File: config.mk
export PLATFORM = sky130hd
export DESIGN_NAME = io_pwm_led_flat
export DESIGN_NICKNAME = d
export VERILOG_FILES = /design/src/rtl/io_pwm_led_if.sv /design/src/rtl/io_pwm_led.sv /design/src/flat_wrapper.sv
export SDC_FILE = /design/constraint.sdc
export NUM_CORES = 1
export LEC_CHECK = 0
export ABC_AREA = 1
export CORE_ASPECT_RATIO = 2
export CORE_MARGIN = 1.5
export CORE_UTILIZATION = 54
export DETAILED_ROUTE_END_ITERATION = 6
export PLACE_DENSITY = 0.74
export SETUP_SLACK_MARGIN = 0.2
export SYNTH_ARGS = -nofsm -noshare
export SYNTH_HDL_FRONTEND = slang
export SYNTH_SLANG_ARGS = --single-unit
File: constraint.sdc
create_clock -name clk -period 4 [get_ports clk]
set_input_delay 0.4 -clock clk [delete_from_list [all_inputs] [get_ports clk]]
set_output_delay 0.4 -clock clk [all_outputs]
set_load 0.02 [all_outputs]
File: src/rtl/io_pwm_led_if.sv
// CPU store-to-IO bus as seen by IO peripherals: byte enables, word address, write data.
interface io_pwm_led_if;
  logic [3:0]  st_we_io;
  logic [9:0]  st_adr_io;
  logic [31:0] st_data_io;

  modport master (output st_we_io, st_adr_io, st_data_io);
  modport slave  (input  st_we_io, st_adr_io, st_data_io);
endinterface

File: src/rtl/io_pwm_led.sv
// N-channel LED driver with static/PWM/blink modes, shared prescaler and PWM counter,
// double-buffered duty and a period-end interrupt, programmed over the store-to-IO bus.
module io_pwm_led #(
  parameter int       CHANNELS = 3,
  parameter int       PWM_BITS = 8,
  parameter bit [9:0] BASE_ADR = 10'h380,
  parameter bit       LED_POL  = 1'b1
) (
  input  logic                clk,
  input  logic                rst_n,
  io_pwm_led_if.slave         bus,
  output logic [CHANNELS-1:0] led,
  output logic                irq
);

  typedef enum logic [1:0] {
    MODE_OFF   = 2'd0,
    MODE_ON    = 2'd1,
    MODE_PWM   = 2'd2,
    MODE_BLINK = 2'd3
  } mode_e;

  // Bus decode
  logic        wr;
  logic [9:0]  rel_adr;
  logic        ctrl_wr;
  logic        pre_wr;
  logic        irq_clr;

  assign wr      = |bus.st_we_io;
  assign rel_adr = bus.st_adr_io - BASE_ADR;
  assign ctrl_wr = wr && (rel_adr == 10'd0);
  assign pre_wr  = wr && (rel_adr == 10'd1);
  assign irq_clr = ctrl_wr && bus.st_we_io[3] && bus.st_data_io[31];

  // Shared timebase
  logic                ctrl_en;
  logic                ctrl_irq_en;
  logic [15:0]         prescale;
  logic [15:0]         pre_cnt;
  logic [PWM_BITS-1:0] pwm_cnt;
  logic                tick;
  logic                period_end;
  logic [CHANNELS-1:0] on_vec;

  assign tick       = ctrl_en && (pre_cnt == prescale);
  assign period_end = tick && (pwm_cnt == '1);

  // NOTE: sequential state is assigned with <= so every register samples pre-edge values.
  always_ff @(posedge clk or negedge rst_n) begin
    if (!rst_n) begin
      ctrl_en     <= 1'b0;
      ctrl_irq_en <= 1'b0;
      prescale    <= '0;
      pre_cnt     <= '0;
      pwm_cnt     <= '0;
      irq         <= 1'b0;
      led         <= {CHANNELS{~LED_POL}};
    end else begin
      if (ctrl_wr && bus.st_we_io[0]) begin
        ctrl_en     <= bus.st_data_io[0];
        ctrl_irq_en <= bus.st_data_io[1];
      end
      if (pre_wr && bus.st_we_io[0]) prescale[7:0]  <= bus.st_data_io[7:0];
      if (pre_wr && bus.st_we_io[1]) prescale[15:8] <= bus.st_data_io[15:8];

      // Only equality is tested: a PRESCALE written below pre_cnt runs through the 16-bit wrap.
      if (!ctrl_en) begin
        pre_cnt <= '0;
        pwm_cnt <= '0;
      end else begin
        pre_cnt <= tick ? 16'd0 : pre_cnt + 16'd1;
        if (tick) pwm_cnt <= pwm_cnt + 1'b1;
      end

      // A period end coinciding with a clear leaves the interrupt pending.
      if (period_end && ctrl_irq_en) irq <= 1'b1;
      else if (irq_clr)              irq <= 1'b0;

      led <= on_vec ^ {CHANNELS{~LED_POL}};
    end
  end

  for (genvar i = 0; i < CHANNELS; i++) begin : g_ch
    logic                ch_wr;
    logic [PWM_BITS-1:0] duty_shadow;
    logic [PWM_BITS-1:0] active_duty;
    mode_e               mode;
    logic [7:0]          blink_div;
    logic [7:0]          blink_cnt;
    logic                blink_state;
    logic                pwm_on;
    logic                on;

    assign ch_wr  = wr && (rel_adr == 10'(i + 2));
    assign pwm_on = pwm_cnt < active_duty;

    // NOTE: every per-channel register, config included, is reset so the map reads as all-zero.
    always_ff @(posedge clk or negedge rst_n) begin
      if (!rst_n) begin
        duty_shadow <= '0;
        active_duty <= '0;
        mode        <= MODE_OFF;
        blink_div   <= '0;
        blink_cnt   <= '0;
        blink_state <= 1'b0;
      end else begin
        if (ch_wr && bus.st_we_io[0]) duty_shadow <= bus.st_data_io[PWM_BITS-1:0];
        if (ch_wr && bus.st_we_io[1]) mode        <= mode_e'(bus.st_data_io[9:8]);
        if (ch_wr && bus.st_we_io[2]) blink_div   <= bus.st_data_io[23:16];

        // Duty swaps only at the period boundary so a running cycle never glitches.
        if (!ctrl_en || period_end) active_duty <= duty_shadow;

        if (!ctrl_en) begin
          blink_cnt   <= '0;
          blink_state <= 1'b0;
        end else if (period_end) begin
          if (blink_cnt == blink_div) begin
            blink_cnt   <= '0;
            blink_state <= ~blink_state;
          end else begin
            blink_cnt <= blink_cnt + 8'd1;
          end
        end
      end
    end

    // NOTE: default assignment first keeps this block combinational for every mode value.
    always_comb begin
      on = 1'b0;
      case (mode)
        MODE_OFF:   on = 1'b0;
        MODE_ON:    on = 1'b1;
        MODE_PWM:   on = pwm_on;
        MODE_BLINK: on = blink_state && pwm_on;
        default:    on = 1'b0;
      endcase
    end

    assign on_vec[i] = ctrl_en && on;
  end

endmodule

File: src/flat_wrapper.sv
// flat-port wrapper written by rule: the top's interface ports become plain ports
module io_pwm_led_flat 
#(
  parameter int       CHANNELS = 3,
  parameter int       PWM_BITS = 8,
  parameter bit [9:0] BASE_ADR = 10'h380,
  parameter bit       LED_POL  = 1'b1
)
  (clk, rst_n, led, irq, bus_st_we_io, bus_st_adr_io, bus_st_data_io);
  io_pwm_led_if bus_i ();
  input  logic clk;
  input  logic rst_n;
  output logic [CHANNELS-1:0] led;
  output logic irq;
  input wire logic [$bits(bus_i.st_we_io)-1:0] bus_st_we_io;
  input wire logic [$bits(bus_i.st_adr_io)-1:0] bus_st_adr_io;
  input wire logic [$bits(bus_i.st_data_io)-1:0] bus_st_data_io;
  assign bus_i.st_we_io = bus_st_we_io;
  assign bus_i.st_adr_io = bus_st_adr_io;
  assign bus_i.st_data_io = bus_st_data_io;
  io_pwm_led #(.CHANNELS(CHANNELS), .PWM_BITS(PWM_BITS), .BASE_ADR(BASE_ADR), .LED_POL(LED_POL)) u_core (.clk(clk), .rst_n(rst_n), .bus(bus_i), .led(led), .irq(irq));
endmodule
==> results of run 1 <==
## cells by family (layout without fill, tap and decap cells)
logic type | count (synthesis) | after routing | share of synthesized area [%]
simple gates | 432 | 432 | 23.5
buf+inv | 158 | 209 | 8.33
flops | 151 | 151 | 49.2
compound gates | 144 | 144 | 9.84
xor+xnor | 41 | 41 | 4.68
fa+ha+maj | 27 | 27 | 4.40
## state kept, by name (all words and copies together), names as in the netlist
register / flops
u_core.pwm_cnt: 8
u_core.ctrl_en: 1
u_core.g_ch.blink_div: 24
u_core.pre_cnt: 16
u_core.prescale: 16
u_core.irq: 1
u_core.led: 3
u_core.ctrl_irq_en: 1
u_core.g_ch.active_duty: 24
u_core.g_ch.duty_shadow: 24
u_core.g_ch.blink_state: 3
u_core.g_ch.mode: 6
u_core.g_ch.blink_cnt: 24
## layer usage
layer,vias up,wire (um)
li1,3121,-
met1,2983,6410
met4,0,930
met5,-,0
met2,113,9350
met3,55,374
## per-stage QoR
stage / setup slack, ns / hold slack (ns)
6_report: 1.40 / 0.0895
5_1_grt: 1.18 / 0.205
4_1_cts: 1.37 / 0.163
3_5_place_dp: 1.23 / 0.473
3_3_place_gp: 1.35 / 0.462
2_1_floorplan: 2.21 / 0.104
## path summary, 6_finish.rpt
kind	startpoint	endpoint	cells past startpoint
max	u_core.pwm_cnt[1]	u_core.g_ch[0].blink_state	11
min	rst_n	u_core.g_ch[2].duty_shadow[3]	1
max reg2reg	u_core.pwm_cnt[1]	u_core.g_ch[0].blink_state	11
min reg2reg	u_core.g_ch[0].mode[1]	u_core.g_ch[0].mode[1]	2
max in group asynchronous	rst_n	u_core.g_ch[0].blink_div[5]	2
min in group clk	u_core.g_ch[0].mode[1]	u_core.g_ch[0].mode[1]	2
## final cells by class
cell class | instances | area, um2
Timing Repair Buffer | 47 | 477
Clock inverter | 12 | 176
Tap cell | 189 | 236
Inverter | 131 | 492
Fill cell | 1219 | 5040
Multi-Input combinational cell | 644 | 3260
Clock buffer | 19 | 433
Sequential cell | 151 | 3780
## where the power goes
group / total, mW / internal (mW) / leakage [nW] / switching, mW
sequential: 1.56 / 1.54 / 2.10 / 0.0106
clock: 1.67 / 1.04 / 0.294 / 0.630
combinational: 0.176 / 0.0647 / 1.87 / 0.111
total: 3.40 / 2.65 / 4.26 / 0.752
## critical path: stages (launching register included)
cell and delay [ns]:
dfrtp_1 0.47, ha_1 0.23, nand2_1 0.09, nor2_1 0.14, nand2_1 0.08, nor2_1 0.14
nand2_1 0.13, o21bai_4 0.31, buf_4 0.60, nand2_1 0.13, nand2_1 0.10, nand2_1 0.05
## layout by cell type (no fill, tap or decap), types with 2 or more instances in the layout
| cell | instances |
|---|---|
| nand2_1 | 259 |
| dfrtp_1 | 151 |
| inv_1 | 127 |
| o21ai_0 | 117 |
| nand3_1 | 69 |
| nor2_1 | 60 |
| clkdlybuf4s50_1 | 43 |
| ha_1 | 27 |
| nor3_1 | 25 |
| xor2_1 | 25 |
| clkbuf_16 | 17 |
| a21oi_1 | 16 |
| xnor2_1 | 16 |
| nand4_1 | 9 |
| bufinv_16 | 4 |
| a2111oi_0 | 3 |
| nor3b_1 | 3 |
| clkinv_2 | 3 |
| inv_2 | 2 |
| clkinv_1 | 2 |
| o31ai_1 | 2 |
| nand3b_1 | 2 |
| o21ai_1 | 2 |
| o22ai_1 | 2 |
| inv_6 | 2 |
| clkinvlp_4 | 2 |
| clkbuf_1 | 2 |
| buf_4 | 2 |
==> metrics.md, run 1 <==
| Metric | Value |
|---|---|
| P&R area growth vs syn | 15.3% |
| Tcrit/Tclk final | 64.9% |
| Syn Nets | 1028 |
| Dpl cells | 1162 |
| I/O Buffers | 44 |
| WS Path Type | register to register |
| Synth area leaders | dfrtp_1, nand2_1, o21ai_0 |
| Die height | 172 um |
| CTS Buf Count | 17 |
| TritonCTS clock tree | yes |
| Worst ir drop on vdd | 278 uV |
| Post-synth EDFFs | 0 |
| Clock transition at path regs | 0.06 ns |
| Pins Over Slew Limit | 0 |
| Synth cell types | 32 |
| RSZ-0062 raised after global routing | no |
| Drt total wl | 17.1 mm |
| Required time of the critical path | 4.31 ns |
| Placed cell area | 8240 um2 |
| DIE WIDTH | 87.3 um |
| Primary FF master, synth | dfrtp_1 |
| Row count | 61 |
| Inserted Diodes | 0 |
| Max clock buf depth | 2 |
| Fmax | 385 MHz |
| Ys Warns | 0 |
| Met3 global-route usage | 3.84% |
| Cell area after layout | 8850 um2 |
| Max-slew headroom | 32.1% |
| Vias | 6272 |
| First-pass GRT wire length | 28.5 mm |
| Fraction of layout cells with a size suffix above 1 | 3.98% |
| Starting Density | 55.3% |
| Max Clock Skew | 0.0114 ns |
| P_leak | 4.26 nW |
| FF+latch count, synth | 151 |
| Num ports | 52 |
| Tmin final | 2.60 ns |
| Detail Route Antenna Nets | 0 |
| Startpoint Class | register |
| Synth area leader | dfrtp_1 |
| Final Core Density | 63.7% |
| Final nets | 1067 |
| CP Data Arrival Time | 2.91 ns |
| Hold-fix buffers, CTS | 0 |
| Setup TNS | 0 ns |
| Post-CTS setup buffer count | 0 |
| Hold Crit Class | primary input to async pin |
| Grt total ovfl | 0 |
| Register area share after synthesis | 49.2% |
| Busiest grt layer | met2 |
| H-tree Lvls | 4 |
| CTS Sinks | 151 |
| Die ar. | 15000 um2 |
| Clock Latency Late Sink | 0.42 ns |
| GR Util met2 | 44.6% |
| Mean Syn Cell Area | 8.06 um2 |
| Total Routing Usage GR | 25.0% |
| CORE AREA | 13900 um2 |
| Flop-to-flop setup slack | 1.40 ns |
| DRC Markers | 0 |
| Post-DP HPWL | 12.1 mm |
| Synth Instances | 953 |
| Worst-Margin Slew | 1.02 ns |
| Pwr dens | 384 nW/um2 |
| Detailed-route vias per instance | 5.26 |
| Status | finished, final reports clean |
| Vias in the first global route | 6106 |
| Maxcap violations | 0 |
| Largest net degree at the start of global routing | 110 |
| Synth Cell Area | 7680 um2 |
| Wirelength per Cell | 14.3 um |
| Most common cell in the netlist | nand2_1 |
| Final Setup Violations | 0 |
| Async set-reset flop share out of synthesis | 100% |
| DRT iter0 DRCs | 369 |
| Met1 Use GR | 26.3% |
| Total iterations of the first detailed-routing run | 6 |
| CTS-repair resized insts | 0 |
| Yosys top cell area share | 49.2% |
| Power, Total | 3.40 mW |
| Final non-filler cell total | 1193 |
| Synth cell count leaders | nand2_1, dfrtp_1, inv_1 |
| CP Capture Type | register |
| CTS root buffer | clkbuf_16 |
| Antenna violations before repair | 0 |
| RePlAce Congestion | 0.862 |
| Maximum fanout count along the critical path | 69 |
| Fin. Hold Viols | 0 |
Note: power is estimated with default switching activity, not from simulation.
==> run 2: changes to the inputs <==
==> constraint.sdc (replaced) <==
create_clock -name clk -period 2.4 [get_ports clk]
set_input_delay 0.24 -clock clk [delete_from_list [all_inputs] [get_ports clk]]
set_output_delay 0.24 -clock clk [all_outputs]
set_load 0.02 [all_outputs]
==> run 2 against run 1 <==
Sequential power increased by 66%. Worst hold slack improved by 0.27 ns. Sequential cell count unchanged. Worst setup slack got worse by 0.98 ns. Sequential share of layout area decreased by 0.67 points. Critical path depth unchanged. Final area increased by 1.7%. Critical path type unchanged. Largest power group unchanged. Highest routed layer unchanged.
==> metrics.md, run 2 (same netlist as run 1, synthesis figures left out) <==
| Metric | Value |
|---|---|
| Post-DP HPWL | 12.5 mm (+3.6%) |
| Placed cell area | 8390 um2 (+1.8%) |
| Max Clock Skew | 0.00866 ns (-0.00277 ns) |
| Die ar. | 15000 um2 (unchanged) |
| Filler Cells Inserted | 1232 (+1.1%) |
| Hold Crit Class | primary input to async pin |
| Drt total wl | 17.2 mm (+0.52%) |
| CTS Sinks | 151 (unchanged) |
| Vias | 6290 (+0.29%) |
| Pins Over Slew Limit | 0 (unchanged) |
| Worst-Margin Slew | 0.550 ns (-0.469 ns) |
| Final nets | 1084 (+1.6%) |
| Tcrit/Tclk final | 82.6% (+18 points) |
| Required time of the critical path | 2.70 ns (-1.61 ns) |
| Largest net degree at the start of global routing | 57 (-48%) |
| Met3 WL | 359 um (-4.0%) |
| DRT iter0 DRCs | 341 (-7.6%) |
| Final worst-path setup slack | 0.419 ns (-0.984 ns) |
| Final Setup Violations | 0 (unchanged) |
| Maxcap violations | 0 (unchanged) |
| CORE AREA | 13900 um2 (unchanged) |
| Multi-input logic area | 3260 um2 (unchanged) |
| Fraction of layout cells with a size suffix above 1 | 5.97% (+2.0 points) |
| RePlAce Congestion | 0.898 (+4.2%) |
| Clock transition at path regs | 0.07 ns (about the same) |
| CTS Buf Count | 17 (unchanged) |
| Cell area after layout | 9000 um2 (+1.7%) |
| CP Data Arrival Time | 2.28 ns (-0.63 ns) |
| Status | finished, final reports clean |
| Total iterations of the first detailed-routing run | 7 (+1) |
| WS Path Type | register to register |
| Max clock buf depth | 2 (unchanged) |
| Pwr dens | 616 nW/um2 (+60%) |
| CP most frequent cell | nand2_1 |
| Slowest-stage cell, CP | dfrtp_1 |
| Detail Route Antenna Nets | 0 (unchanged) |
| Post-Place Worst Slack | 0.186 ns (-1.05 ns) |
| DIE WIDTH | 87.3 um (unchanged) |
| Starting Density | 55.3% (unchanged) |
| Wirelength per Cell | 14.2 um (-0.89%) |
| Inserted Diodes | 0 (unchanged) |
| Met1 Routed Length | 6.41 mm (about the same) |
| Reg area | 3780 um2 (about the same) |
| Detailed-route vias per instance | 5.20 (-1.1%) |
| P_leak | 4.33 nW (+1.7%) |
| Commonest non-fill, non-tap cell in the layout | nand2_1 |
| Vias in the first global route | 6204 (+1.6%) |
| Tmin final | 1.98 ns (-0.616 ns) |
| DRC Markers | 0 (unchanged) |
| H-tree Lvls | 4 (unchanged) |
| Clock Latency Late Sink | 0.42 ns (about the same) |
| Fmax | 505 MHz (+31%) |
| Grt total ovfl | 0 (unchanged) |
| Total Routing Usage GR | 25.1% (+0.14 points) |
| Most frequent cells in the layout | nand2_1, dfrtp_1, inv_1, o21ai_0, nand3_1 |
| Fin. Hold Viols | 0 (unchanged) |
| Worst ir drop on vdd | 495 uV (+78%) |
| Cell Chain, Critical Path | inv_1, nand2_1, nand2_1, nor2_1, nand2_1, nor2_1, nand2_2, nand2_1, clkinvlp_4, o21ai_0, a21oi_1 |
| P&R area growth vs syn | 17.2% |
| TritonCTS clock tree | yes |
| Max incr delay on CP | 0.41 ns (-0.19 ns) |
| Num ports | 52 (unchanged) |
| Setup TNS | 0 ns (unchanged) |
| CTS root buffer | clkbuf_16 |
| Startpoint Class | register |
| Max-slew headroom | 63.2% (+31 points) |
| Met2 routed wirelength | 9.69 mm (+3.6%) |
| I/O Buffers | 44 (unchanged) |
| Row count | 61 (unchanged) |
| Top sig layer | met4 |
| Die height | 172 um (unchanged) |
| First-pass GRT wire length | 28.9 mm (+1.4%) |
| Final Core Density | 64.8% (+1.1 points) |
| RSZ-0062 raised after global routing | no |
| CP Capture Type | register |
| Maximum fanout count along the critical path | 10 (-86%) |
| Antenna violations before repair | 0 (unchanged) |
==> run 2: final cells by class <==
class / count / area share (%)
Clock buffer: 19 / 5.03
Clock inverter: 12 / 1.57
Inverter: 131 / 5.51
Multi-Input combinational cell: 644 / 36.2
Sequential cell: 151 / 42.0
Tap cell: 189 / 2.63
Timing Repair Buffer: 64 / 7.02
==> run 2: power breakdown <==
part | switching, mW | leakage [nW] | internal (mW)
sequential | 0.0175 | 2.10 | 2.57
clock | 1.06 | 0.286 | 1.59
combinational | 0.186 | 1.95 | 0.114
total | 1.26 | 4.33 | 4.28
==> run 2: critical path: cells and delay by family (launching register included) <==
family / cells / cell delay [ns]
simple gates: 7 / 0.85
flops: 1 / 0.41
buf+inv: 2 / 0.34
compound gates: 2 / 0.25
==> run 2: path summary, 6_finish.rpt <==
check,from,to,slack (ns),cells after the start
max,u_core.pre_cnt[13],u_core.pre_cnt[9],0.42,11
min,rst_n,u_core.g_ch[0].duty_shadow[2],0.36,2
max reg2reg,u_core.pre_cnt[13],u_core.pre_cnt[9],0.42,11
min reg2reg,u_core.g_ch[1].duty_shadow[2],u_core.g_ch[1].duty_shadow[2],0.49,2
max in group asynchronous,rst_n,u_core.g_ch[0].blink_div[6],1.35,3
min in group clk,bus_st_data_io[13],u_core.prescale[13],0.38,3
==> run 2: repair_timing <==
action,CTS,global route
buffers inserted,0,0
endpoints found under the hold margin,52,0
setup endpoints to repair,0,7
hold buffers,1,0
resized for setup,0,3
==> run 2: layer usage <==
metal | vias up | GRT usage [%]
li1 | 3157 | -
met1 | 2978 | 26.2
met2 | 106 | 46.9
met3 | 49 | 4.75
met4 | 0 | 11.9
met5 | - | 0
==> run 2: metrics by stage <==
| step | total power, mW | cells | hold WS (ns) |
|---|---|---|---|
| final | 5.55 | 1210 | 0.359 |
| after global routing | 5.75 | 1210 | 0.372 |
| after CTS | 5.60 | 1210 | 0.369 |
| after detailed placement | 2.94 | 1178 | 0.240 |
| after global placement | 2.94 | 1178 | 0.244 |
| after floorplan | 2.76 | 953 | -0.0556 |
==> run 3: changes to the inputs <==
--- a/config.mk
+++ b/config.mk
@@ -10,7 +10,7 @@
 export CORE_MARGIN = 1.5
 export CORE_UTILIZATION = 54
 export DETAILED_ROUTE_END_ITERATION = 6
-export PLACE_DENSITY = 0.74
+export PLACE_DENSITY = 0.77
 export SETUP_SLACK_MARGIN = 0.2
 export SYNTH_ARGS = -nofsm -noshare
 export SYNTH_HDL_FRONTEND = slang
==> constraint.sdc (replaced) <==
create_clock -name clk -period 1.7 [get_ports clk]
set_input_delay 0.17 -clock clk [delete_from_list [all_inputs] [get_ports clk]]
set_output_delay 0.17 -clock clk [all_outputs]
set_load 0.02 [all_outputs]
==> run 3 against run 2 <==
The flow now finishes with violations (design-rule violations, negative setup slack). Via count up 20%. Sequential cell count unchanged. Die area unchanged. Worst hold slack worse by 0.10 ns. Non-clock buffer count up 79. Sequential share of layout area down 5.9 points. Fmax up 2.6%. Routed wire length up 47%. Total power up 43%. Clock power up 37%. Critical path type unchanged. Critical endpoint is now u_core.g_ch[0].blink_state. Largest cell class unchanged. Highest routed layer unchanged.
==> metrics.md, run 3 (same netlist as run 1, synthesis figures left out) <==
| Metric | Value |
|---|---|
| Num ports | 52 (unchanged) |
| P_leak | 5.04 nW (+16%) |
| Pint | 5.83 mW (+36%) |
| Worst ir drop on vdd | 788 uV (+59%) |
| Clock Latency Late Sink | 0.44 ns (+0.02 ns) |
| P&R area growth vs syn | 36.2% |
| DRT iter0 DRCs | 766 (+120%) |
| Vias | 7528 (+20%) |
| Largest net degree at the start of global routing | 50 (-12%) |
| Hold Crit Class | primary input to async pin |
| Clock transition at path regs | 0.07 ns (about the same) |
| Wirelength per Cell | 19.6 um (+38%) |
| I/O Buffers | 44 (unchanged) |
| Sequential Power Share | 46.4% (-0.3 points) |
| Required time of the critical path | 2.02 ns (-0.68 ns) |
| H-tree Lvls | 4 (unchanged) |
| Pwr dens | 756 nW/um2 (+23%) |
| CTS Buf Count | 17 (unchanged) |
| CTS root buffer | clkbuf_16 |
| Worst-Margin Slew | 0.562 ns (+0.0122 ns) |
| Status | finished, violations left |
| DIE WIDTH | 87.3 um (unchanged) |
| RePlAce Congestion | 0.898 (about the same) |
| Final worst-path setup slack | -0.231 ns (-0.649 ns) |
| R2R depth | 13 (+2) |
| Vias in the first global route | 7013 (+13%) |
| CORE AREA | 13900 um2 (unchanged) |
| Grt total ovfl | 0 (unchanged) |
| Flop-to-flop setup slack | -0.23 ns (-0.65 ns) |
| Starting Density | 55.3% (unchanged) |
| Post-DP HPWL | 13.7 mm (+9.4%) |
| Maxcap violations | 0 (unchanged) |
| Drt total wl | 25.3 mm (+47%) |
| Clock power share | 45.9% (-2.0 points) |
| Most frequent cells in the layout | nand2_1, dfrtp_1, inv_1, o21ai_0, nand3_1 |
| Violated checks | design-rule violations, negative setup slack |
| Max-slew headroom | 61.6% (-1.6 points) |
| Sw Share | 26.3% (+3.5 points) |
| Die height | 172 um (unchanged) |
| Detailed-route vias per instance | 5.84 (+12%) |
| RSZ-0062 raised after global routing | yes |
| CTS Sinks | 151 (unchanged) |
| Total iterations of the first detailed-routing run | 7 (unchanged) |
| Detail Route Antenna Nets | 0 (unchanged) |
| Fmax | 518 MHz (+2.6%) |
| Tcrit/Tclk final | 114% (+31 points) |
| Die ar. | 15000 um2 (unchanged) |
| Maximum fanout count along the critical path | 5 (-5) |
| TritonCTS clock tree | yes |
| Inserted Diodes | 0 (unchanged) |
| Startpoint Class | register |
| Reg2reg start | u_core.prescale[10] |
| CP Data Arrival Time | 2.25 ns (-0.03 ns) |
| Max clock buf depth | 2 (unchanged) |
| Psw | 2.08 mW (+65%) |
| Row count | 61 (unchanged) |
| CP Capture Type | register |
| Commonest non-fill, non-tap cell in the layout | nand2_1 |
| FF-to-FF End | u_core.g_ch[0].blink_state |
| Max Clock Skew | 0.00927 ns (+0.000615 ns) |
| DRC Markers | 2 (+2) |
| Placed cell area | 8780 um2 (+4.7%) |
| Final nets | 1163 (+7.3%) |
| Final Setup Violations | 77 (+77) |
| Fin. Hold Viols | 0 (unchanged) |
| Tmin final | 1.93 ns (-0.0507 ns) |
| Antenna violations before repair | 0 (unchanged) |
| Combinational fraction of design power | 7.8% (+2.4 points) |
| Total Routing Usage GR | 29.6% (+4.5 points) |
| WS Path Type | register to register |
| First-pass GRT wire length | 33.5 mm (+16%) |
| Fraction of layout cells with a size suffix above 1 | 22.3% (+16 points) |
| Cell area after layout | 10500 um2 (+16%) |
| Min Hold Slack | 0.259 ns (-0.0999 ns) |
| Pins Over Slew Limit | 0 (unchanged) |
run 3: timing repair:
action                                  4_1_cts  5_1_grt
pin swaps                                    16       30
endpoints found under the setup margin      141      119
gates resized for setup                      76      129
hold endpoints to repair                     45        0
hold buffers                                  1        0
buffers inserted                             18        6
cloned                                        6        9
run 3: worst max-delay path, stage by stage (launching register included):
cell	delay, ns
dfrtp_1	0.36
inv_1	0.05
nand2_1	0.06
nand2_1	0.06
nor2_1	0.12
nand2_1	0.12
nor2_1	0.14
nand2_2	0.15
o21bai_4	0.22
buf_6	0.16
buf_12	0.11
nand2_1	0.08
nand2_1	0.11
nand2_1	0.07
run 3: area by class of cell:
type / count / area, um2
Clock buffer: 18 / 439
Clock inverter: 14 / 114
Fill cell: 923 / 3430
Timing Repair Buffer: 143 / 1630
Inverter: 131 / 509
Tap cell: 189 / 236
Multi-Input combinational cell: 644 / 3750
Sequential cell: 151 / 3780
run 3: through the flow:
step	setup WS, ns	total power [mW]	setup TNS (ns)	instances	utilization (%)
2_1_floorplan	0.0749	3.90	0	953	-
3_3_place_gp	-0.280	4.19	-18.90	1218	63.2
3_5_place_dp	-0.336	4.20	-22.06	1218	63.2
4_1_cts	-0.0536	7.78	-1.41	1275	70.6
5_1_grt	-0.313	8.09	-14.15	1290	75.3
6_report	-0.231	7.91	-7.47	1290	75.3
run 3: layer usage:
metal  wire length (um)  share of wire, %  global-route usage [%]
met4               2050               8.1                    19.1
met5                  0                 0                       0
met2              13800                55                    54.6
met3               1330               5.2                    5.85
met1               8120                32                    28.9
run 3: how the worst max path moves through the flow:
stage	cells after the start	slack, ns	to	start
after floorplan	11	0.07	u_core.g_ch[0].blink_state	u_core.pwm_cnt[1]
after global placement	10	-0.28	u_core.g_ch[2].duty_shadow[1]	bus_st_adr_io[7]
after detailed placement	10	-0.34	u_core.g_ch[2].duty_shadow[0]	bus_st_adr_io[7]
after CTS	12	-0.05	u_core.g_ch[0].blink_state	u_core.pwm_cnt[0]
after global routing	13	-0.31	u_core.g_ch[0].blink_state	u_core.prescale[8]
final	13	-0.23	u_core.g_ch[0].blink_state	u_core.prescale[10]
run 3: power by group through the flow:
stage,Combinational (mW),Clock [mW],Sequential (mW)
global route,0.658,3.77,3.67
finish,0.614,3.63,3.67
floorplan,0.177,0,3.72
CTS,0.533,3.58,3.66
global placement,0.470,0,3.72
detailed placement,0.477,0,3.73
==> RTL edit: new RTL, config.mk and constraints of run 2 <==
`LED_POL` is set to 1'b1 in 2 places; all go to 1'b0.
--- a/src/rtl/io_pwm_led.sv
+++ b/src/rtl/io_pwm_led.sv
@@ -6,3 +6,3 @@
   parameter bit [9:0] BASE_ADR = 10'h380,
-  parameter bit       LED_POL  = 1'b1
+  parameter bit       LED_POL  = 1'b0
 ) (
--- a/src/flat_wrapper.sv
+++ b/src/flat_wrapper.sv
@@ -6,3 +6,3 @@
   parameter bit [9:0] BASE_ADR = 10'h380,
-  parameter bit       LED_POL  = 1'b1
+  parameter bit       LED_POL  = 1'b0
 )
Formal check against the unedited RTL: not equivalent (a bounded check fails within 4 cycles, from zero or initial values and one cycle with rst_n low).
==> RTL edit against run 2 <==
Cell area hardly changed; hold slack worse by 0.0015 ns; clock power is 2% higher; combinational power is 2% higher; clock skew is 0.00063 ns higher; sequential cell count stayed put; worst setup slack better by 0.021 ns; synthesized area is 0.33% lower; wire length is 1.9% higher; total power is 1.1% higher; maximum frequency is 1.0% higher; critical path type unchanged; largest power group unchanged.
==> RTL edit: results (changes against run 2) <==
| Metric | Value |
|---|---|
| Non-CTS inverters | 127 (-3.1%) |
| Drt wl/cell | 14.4 microns (+1.5%) |
| Core Region | 13900 sq um (unchanged) |
| Avg Vias per Cell | 5.27 (+1.3%) |
| Crit Path Max Fanout | 39 (+29) |
| Placed Area | 8380 sq um (-0.10%) |
| Number of H-tree levels | 4 (unchanged) |
| Min-delay worst type | in -> async |
| CP max stage delay | 0.42 ns |
| GR Util All Layers | 0.255 (+0.00386) |
| CLK BUF | 18 (-1) |
| Clk sink count | 151 (unchanged) |
| Crit-path slowest cell | dfrtp_2 |
| 1st-pass router iterations | 6 (-1) |
| Multi-input gates | 653 (+1.4%) |
| Number of global-route vias before repair | 6238 (+0.55%) |
| Total CTS buffers | 17 (unchanged) |
| Buffers on Ports | 44 (unchanged) |
| Yosys warns | 0 (unchanged) |
| Largest net degree at the start of global routing | 62 (+8.8%) |
| Synthesized Nets | 1032 (+0.39%) |
| Area Growth Syn to Fin | 17.5% |
| Top cells by area, synth | dfrtp_1 (48%), nand2_1 (13%), o21ai_0 (7.7%) |
| Antenna Cells | 0 (unchanged) |
| Max VDD drop | 0.000622 V (+26%) |
| Non-filler cells, final | 1215 (+0.41%) |
| Share of post-route cells with drive strength above 1 | 0.0653 (+0.00556) |
| Signal buffers | 63 (-1.6%) |
| Clock Pin Slew Worst Setup and Hold Paths | 0.07 ns (about the same) |
| Clock Path Buffers | 2 (unchanged) |
| Post-Syn Instances | 957 (+0.42%) |
| Static Leak | 4.37 nW (+0.71%) |
| Reg area | 3780 sq um (about the same) |
| Root buf cell | clkbuf_16 |
| Async set-reset flop share out of synthesis | 1.00 (unchanged) |
| ClkCell Share | 0.0666 (+0.000593) |
| Fillers | 1241 (+0.73%) |
| DP HPWL | 12700 microns (+1.6%) |
| Initial antenna violation count | 0 (unchanged) |
| Status | finished clean |
| First-pass GRT wire length | 29000 microns (+0.31%) |
| Routability cong. | 0.870 (-3.2%) |
| Fin Clk Skew | 0.00928 ns (+0.000626 ns) |
| Setup Buffers After CTS | 0 (unchanged) |
| Crit path max-delay family | simple AND/OR/NAND/NOR gates |
| Library cells used by synthesis | 29 (-9.4%) |
| Area of the multi-input gates | 3270 sq um (+0.38%) |
| Starting DRT DRC Count | 308 (-9.7%) |
| Worst slew pin tran | 0.600 ns (+0.0502 ns) |
| DP Worst Slack | 0.167 ns (-0.0190 ns) |
| R2R depth | 11 (unchanged) |
| Internal cell power | 4.28 mW (-0.17%) |
| Non-clock buffer share | 0.0694 (-0.000796) |
| Clk Latency, worst-skew pair | 0.43 ns |
| Crit path DAT | 2.28 ns (about the same) |
| Net count, final | 1088 (+0.37%) |
| Post-synthesis sequential area ratio | 0.494 (+0.00210) |
| Commonest cells post-synth | nand2_1 (271), dfrtp_1 (148), inv_1 (124) |
[RTL edit: logic make-up after synthesis]
kind of cell / share of synthesized area
xor+xnor: 0.0458
flops: 0.494
simple gates: 0.239
compound gates: 0.0984
fa+ha+maj: 0.0441
buf+inv: 0.0785
[RTL edit: routing by layer]
layer,track usage,vias up,part of all wire
li1,-,3174,-
met1,0.267,3012,0.37
met2,0.468,152,0.55
met3,0.0393,59,0.028
met4,0.150,0,0.054
met5,0,-,0
[RTL edit: path summary, 6_finish.rpt]
| path | startpoint | endpoint | slack (ns) |
|---|---|---|---|
| min in group clk | bus_st_data_io[11] | u_core.prescale[11]$_DFFE_PN0P_ | 0.36 |
| max in group asynchronous | rst_n | u_core.led[2]$_DFF_PN1_ | 1.30 |
| min reg2reg | u_core.g_ch[0].duty_shadow[1]$_DFFE_PN0P_ | u_core.g_ch[0].active_duty[1]$_DFFE_PN0P_ | 0.48 |
| max reg2reg | u_core.pwm_cnt[1]$_DFFE_PN0P_ | u_core.g_ch[2].blink_state$_DFFE_PN0P_ | 0.44 |
| max | u_core.pwm_cnt[1]$_DFFE_PN0P_ | u_core.g_ch[2].blink_state$_DFFE_PN0P_ | 0.44 |
| min | rst_n | u_core.g_ch[1].duty_shadow[0]$_DFFE_PN0P_ | 0.36 |
[RTL edit: power by group through the flow]
stage                     sequential, mW  clock [mW]  combinational [mW]
after detailed placement            2.64           0               0.311
after floorplan                     2.64           0               0.125
after global routing                2.60        2.86               0.348
final                               2.59        2.71               0.308
after CTS                           2.59        2.75               0.314
after global placement              2.64           0               0.307
[RTL edit: what timing repair did]
item                                    in CTS  in global routing
gates resized for setup                      0                  3
hold buffers                                 1                  0
endpoints found under the hold margin       57                  0
endpoints found under the setup margin       0                  4
